File: src/rtl/vTPU_pack.sv
// rtl/vTPU_pack.sv - shared instruction format, opcodes and issue-queue types
package vTPU_pack;

    typedef struct packed {
        logic [7:0]  op_code;
        logic [15:0] address;
        logic [15:0] calc_length;
    } INSTRUCTION_TYPE;

    localparam logic [7:0] SYNCHRONIZE_OPCODE = 8'hFF;

    typedef enum logic {
        ISSUE,
        WAIT_IDLE
    } barrier_state_t;

    function automatic logic is_synchronize(input INSTRUCTION_TYPE instr);
        return instr.op_code == SYNCHRONIZE_OPCODE;
    endfunction

endpackage

File: src/rtl/instruction_issue_queue.sv
// rtl/instruction_issue_queue.sv - FWFT instruction FIFO with synchronize barrier gating issue
module instruction_issue_queue
    import vTPU_pack::*;
#(
    parameter int DEPTH              = 8,
    parameter int ALMOST_FULL_MARGIN = 1
) (
    input  logic                       clk,
    input  logic                       rst,
    input  logic                       enable,
    input  INSTRUCTION_TYPE            instruction_input,
    input  logic                       instruction_write,
    output logic                       instruction_busy,
    output INSTRUCTION_TYPE            instruction_output,
    output logic                       instruction_valid,
    input  logic                       instruction_read,
    input  logic                       units_idle,
    input  logic                       flush,
    output logic [$clog2(DEPTH+1)-1:0] occupancy,
    output logic                       overflow
);

    localparam int CNT_W = $clog2(DEPTH + 1);
    localparam int PTR_W = $clog2(DEPTH);
    localparam logic [CNT_W-1:0] FULL_LEVEL = CNT_W'(DEPTH);
    localparam logic [CNT_W-1:0] BUSY_LEVEL = CNT_W'(DEPTH - ALMOST_FULL_MARGIN);

    INSTRUCTION_TYPE mem_q [DEPTH];

    logic [CNT_W-1:0] count_q, count_d;
    logic [PTR_W-1:0] rd_ptr_q, rd_ptr_d;
    logic [PTR_W-1:0] wr_ptr_q, wr_ptr_d;
    logic             overflow_q, overflow_d;
    barrier_state_t   state_q, state_d;

    INSTRUCTION_TYPE  head;
    logic             head_barrier;
    logic             full;
    logic             push;
    logic             pop;

    assign head         = mem_q[rd_ptr_q];
    assign head_barrier = is_synchronize(head);
    assign full         = (count_q == FULL_LEVEL);

    // Flush wins over any same-cycle push or pop; a pop frees the slot a full-queue push needs.
    assign pop  = enable && !flush && instruction_read && instruction_valid;
    assign push = enable && !flush && instruction_write && (!full || pop);

    always_ff @(posedge clk) begin
        if (rst) begin
            count_q    <= '0;
            rd_ptr_q   <= '0;
            wr_ptr_q   <= '0;
            overflow_q <= 1'b0;
            state_q    <= ISSUE;
        end else begin
            count_q    <= count_d;
            rd_ptr_q   <= rd_ptr_d;
            wr_ptr_q   <= wr_ptr_d;
            overflow_q <= overflow_d;
            state_q    <= state_d;
        end
    end

    // Storage is deliberately not reset; contents only matter once counted.
    always_ff @(posedge clk) begin
        if (!rst && push) begin
            mem_q[wr_ptr_q] <= instruction_input;
        end
    end

    always_comb begin
        count_d    = count_q;
        rd_ptr_d   = rd_ptr_q;
        wr_ptr_d   = wr_ptr_q;
        overflow_d = overflow_q;
        if (enable) begin
            if (flush) begin
                count_d  = '0;
                rd_ptr_d = '0;
                wr_ptr_d = '0;
            end else begin
                if (push) wr_ptr_d = wr_ptr_q + PTR_W'(1);
                if (pop)  rd_ptr_d = rd_ptr_q + PTR_W'(1);
                case ({push, pop})
                    2'b10:   count_d = count_q + CNT_W'(1);
                    2'b01:   count_d = count_q - CNT_W'(1);
                    default: count_d = count_q;
                endcase
                if (instruction_write && full && !pop) overflow_d = 1'b1;
            end
        end
    end

    always_comb begin
        state_d = state_q;
        if (enable) begin
            if (flush) begin
                state_d = ISSUE;
            end else begin
                case (state_q)
                    ISSUE: begin
                        if ((count_q != '0) && head_barrier && !units_idle) state_d = WAIT_IDLE;
                    end
                    WAIT_IDLE: begin
                        if (units_idle || (count_q == '0) || !head_barrier) state_d = ISSUE;
                    end
                    default: state_d = ISSUE;
                endcase
            end
        end
    end

    always_comb begin
        instruction_valid  = (count_q != '0) && (!head_barrier || units_idle);
        instruction_busy   = (count_q >= BUSY_LEVEL);
        instruction_output = head;
        occupancy          = count_q;
        overflow           = overflow_q;
    end

endmodule

File: config.mk
export PLATFORM = sky130hd
export DESIGN_NAME = instruction_issue_queue
export DESIGN_NICKNAME = d
export VERILOG_FILES = /design/src/rtl/vTPU_pack.sv /design/src/rtl/instruction_issue_queue.sv
export SDC_FILE = /design/constraint.sdc
export NUM_CORES = 1
export LEC_CHECK = 0
export BUFFER_PORTS_ARGS = -buffer_cell sky130_fd_sc_hd__buf_2
export CORE_ASPECT_RATIO = 1.75
export CORE_MARGIN = 2
export CORE_UTILIZATION = 55
export DETAILED_ROUTE_END_ITERATION = 12
export GPL_ROUTABILITY_DRIVEN = 0
export PLACE_DENSITY = 0.73
export RECOVER_POWER = 25
export SLEW_MARGIN = 20
export SYNTH_ARGS = -nofsm -noshare
export SYNTH_HDL_FRONTEND = slang
export SYNTH_SLANG_ARGS = --single-unit
File: constraint.sdc
create_clock -name clk -period 9.5 [get_ports clk]
set_input_delay 0.475 -clock clk [delete_from_list [all_inputs] [get_ports clk]]
set_output_delay 0.475 -clock clk [all_outputs]
set_load 0.02 [all_outputs]
### After elaboration in Yosys (flattened, before gate mapping)

Memory sizes are Yosys's and may differ from the RTL's. A register that Yosys moved wholly into a read port is not among the register bits.
Cells that the tools add are included.

* flip-flop bits (word level): 11
* latch bits: 0
* bits in writable memories: 320
* ROM bits: 0
* input bits: 47
* output and inout port bits: 47
* memories: 1

Memories
* mem_q: words 8, bits a word 40, read ports 1, clocked after Yosys merged registers in 1, wr ports 1, line instruction_issue_queue.sv:28 `INSTRUCTION_TYPE mem_q [DEPTH];`

* add/sub/neg operators: 4
* multipliers: 0
* div/mod/pow operators: 0
* magnitude comparators: 1
* eq/ne operators: 4
* shift operators: 0
* mux-type cells: 10
* bitwise logic cells: 1
* reductions and logical operators: 24

Operator list (count)
* $mux 3: 6
* $logic_and 1x1->1: 9
* $eq 8x8->1 const B: 1
* $pmux 4 s2: 1
* $add 3x1->3 const B: 2
* $reduce_and 2->1: 3
* $logic_not 1->1: 5
* $add 4x1->4 const B: 1
* $eq 4x4->1 const B: 1
* $ge 4x3->1 const B: 1
* $mux 4: 1
* $reduce_bool 2->1: 2
* $reduce_bool 4->1: 1
* $sub 4x1->4 const B: 1
* $reduce_and 3->1: 1
* $reduce_bool 3->1: 1
* $eq 2x1->1 const B: 1
* $eq 2x2->1 const B: 1
* $logic_or 1x1->1: 2
* $mux 1: 2
* $not 1->1: 1

### Logic depth before layout (Yosys ltp)

* word-level depth: 10
* depth in mapped cells: 15
* gate-level depth less buffers: 13

### Worst setup path before layout

OpenSTA, ideal clock, no wires.

* kind: register to register
* start point: reg (tool-made name)
* end point: mem mem_q[0][0] (netlist bit) (enable)
* arrival: 6.055 ns
* slack: 2.894 ns
* stages on the path, launching flop included: 8
* period minus slack after synthesis: 6.606 ns
* path through: dfxtp_1 > buf_6 > mux4_1 > mux2_2 > and3_4 > a31oi_4 > o21ai_2 > nor4b_1

RTL lines (line)
* end, declared: instruction_issue_queue.sv:28

==> results.sh <==
export IMPL_cts_setup_buffers=0
export IMPL_period_share_pct=51.1
export IMPL_area_growth_synth_to_final_pct=13.5
export IMPL_leakage_uw=0.00459
export IMPL_ys_warn_count=0
export IMPL_grt_max_degree=51
export IMPL_via_per_inst=5.97
export IMPL_ys_ff_latch=334
export IMPL_cp_required_ns=9.93
export IMPL_yosysSeqAreaShare_pct=76.6
export IMPL_tightest_slew_ns=0.984
export IMPL_antenna_found_initial=1
export IMPL_clockBufferDepth=3
export IMPL_core_area_sq_um=23200
export IMPL_wire_per_inst_um=23.5
export IMPL_dieArea_sq_um=24700
export IMPL_overflow=0
export IMPL_clock_sinks=334
export IMPL_drive_above_1_share_pct=34.3
export IMPL_cp_start_kind="flip-flop"
export IMPL_grt_use_total_pct=19.9
export IMPL_whs_ns=0.199
export IMPL_setup_viol=0
export IMPL_grt_pass1_wl_um=36700
export IMPL_outcome="complete, no violations"
export IMPL_async_reset_ff_share_pct=0
export IMPL_rsz0062_at_grt="no"
export IMPL_cts_resized=0
export IMPL_synth_edf_count=320
export IMPL_cp_max_fo=50
export IMPL_nNetsFinal=742
export IMPL_cts_buffers=28
export IMPL_die_w_um=120
export IMPL_netlist_instances=580
export IMPL_routed_via_count=6072
export IMPL_yosysTopAreaCellShare_pct=74.5
export IMPL_power_density_nw_per_um2=190
export IMPL_cts_root_buf="clkbuf_16"
export IMPL_whs_path_depth=1
export IMPL_hpwl_um=13600
export IMPL_avgSynthCellArea_sq_um=22.2
export IMPL_setup_tns_ns=0
export IMPL_synth_area_top_cells="edfxtp_1, mux4_2, mux2_2, dfxtp_1, mux2i_1"
export IMPL_min_period_ns=4.85
export IMPL_path_clk_slew_ns=0.07
export IMPL_ff2ff_path_depth=14
export IMPL_drc=0
export IMPL_maxSlewViolCount=0
export IMPL_grt_pass1_vias=6464
export IMPL_netlist_area_sq_um=12900
export IMPL_hold_class="primary input to flip-flop"
export IMPL_cts_htree_levels=1
export IMPL_clock_skew_ns=0.0125
export IMPL_fp_dieH_um=207
export IMPL_yosys_most_used_dff="edfxtp_1"
export IMPL_ctsHoldBuffers=0
export IMPL_syn_nets=632
export IMPL_num_fill_cells=1553
export IMPL_synth_common_cells="edfxtp_1, mux4_2, mux2_2, dfxtp_1, nand2_1"
export IMPL_path_class="flip-flop to flip-flop"
export IMPL_ir_worst_vdd_mv=0.137
export IMPL_synth_most_common_cell="edfxtp_1"
export IMPL_synth_distinct_cells=46
export IMPL_slew_headroom_pct=34.4
export IMPL_maxCapViolCount=0
export IMPL_wirelength_um=23900
export IMPL_finish_utilization_pct=63.0
export IMPL_worstPathArrival_ns=5.28
export IMPL_end_kind="flip-flop"
export IMPL_cts_tree="yes"
export IMPL_final_hold_violation_count=0
export IMPL_clk_latency_ns=0.54
export IMPL_io_buffers=93
export IMPL_drt_first_pass_iters=4
export IMPL_fmax_mhz=206
export IMPL_fp_row_count=74
export IMPL_ant_nets=0
export IMPL_initial_core_util_pct=55.5
export IMPL_synth_top_cell_by_area="edfxtp_1"
export IMPL_ioPinCount=94
export IMPL_drtIter0Drc=433
path summary, 6_finish.rpt:
| check | start | endpoint | slack [ns] |
|---|---|---|---|
| hold reg to reg | overflow | overflow | 0.48 |
| setup / recovery | flip-flop | occupancy[3] | 4.65 |
| hold / removal | instruction_input[25] | mem_q[2][25] | 0.20 |
| setup reg to reg | flip-flop | occupancy[3] | 4.65 |
cell usage in the layout, fill, tap and decap left out, drive strengths merged, types with 2 or more instances in the layout:
| cell type | n |
|---|---|
| o21ai | 4 |
| nor3 | 5 |
| clkbuf | 64 |
| or3 | 2 |
| edfxtp | 320 |
| a211o | 2 |
| nand2 | 14 |
| mux2 | 35 |
| dfxtp | 14 |
| buf | 78 |
| ha | 4 |
| nor2b | 4 |
| mux4 | 80 |
| a31oi | 5 |
| nand4 | 2 |
| mux2i | 8 |
| a21oi | 6 |
| nor2 | 12 |
| and4 | 2 |
| inv | 11 |
| nand3 | 3 |
| nor4b | 2 |
| bufinv | 2 |
| clkinv | 13 |
| xnor2 | 2 |
| and3 | 2 |
| nor4 | 4 |
cell type report:
cell class                      count  area (sq um)  share of cell area, %
Multi-Input combinational cell    210          2900                   19.8
Sequential cell                   334          9900                   67.6
Inverter                           11          41.3                  0.282
Tap cell                          304           380                   2.60
Clock inverter                     15           123                  0.837
Timing Repair Buffer              105           542                   3.70
Antenna cell                        1          2.50                 0.0171
Clock buffer                       37           756                   5.16
per-stage QoR:
step           area, sq um  total power, uW  setup WS, ns  std cells
2_1_floorplan        12900             1680          2.89        580
3_3_place_gp         13800             1710          4.65        963
3_5_place_dp         13800             1720          4.49        964
4_1_cts              14700             2800          4.47       1016
5_1_grt              14600             2860          4.16       1017
6_report             14600             2780          4.65       1017
power breakdown:
group,switching [uW],internal [uW]
Sequential,3.34,1620
Combinational,43.4,21.2
Clock,479,613
Total,526,2250
flip-flops by register name (all words and copies together), names as in the netlist, named ones only:
register   count
mem_q        320
rd_ptr_q       3
wr_ptr_q       3
overflow       1
occupancy      4
kinds of logic (layout without fill, tap and decap cells):
family / count (synthesis) / count (layout) / synth area share, %
flops: 334 / 334 / 76.6
buf+inv: 36 / 168 / 1.26
fa+ha+maj: 5 / 5 / 0.543
simple gates: 54 / 54 / 2.20
other cells: 0 / 1 / 0
mux: 123 / 123 / 17.7
xor+xnor: 2 / 2 / 0.136
compound gates: 26 / 26 / 1.51
metal layers:
metal  global-route usage (%)  vias to the layer above  part of all wire (%)
met1                     24.6                     3196                    38
li1                         -                     2653                     -
met2                     35.2                      182                    54
met5                        0                        -                     0
met3                     2.91                       41                   5.2
met4                     8.36                        0                   2.8
critical path, cell delays in order, from the launching register on:
cell	delay, ns
dfxtp_4	0.67
buf_4	0.82
mux4_1	0.65
mux2_2	0.29
and3_4	0.19
a31oi_4	0.26
nand2_1	0.22
nor3_1	0.41
ha_1	0.32
a21o_1	0.18
a21oi_1	0.16
xnor2_1	0.11
and4_1	0.22
mux2i_1	0.12
o21ai_0	0.09
(Power assumes the default switching activity.)
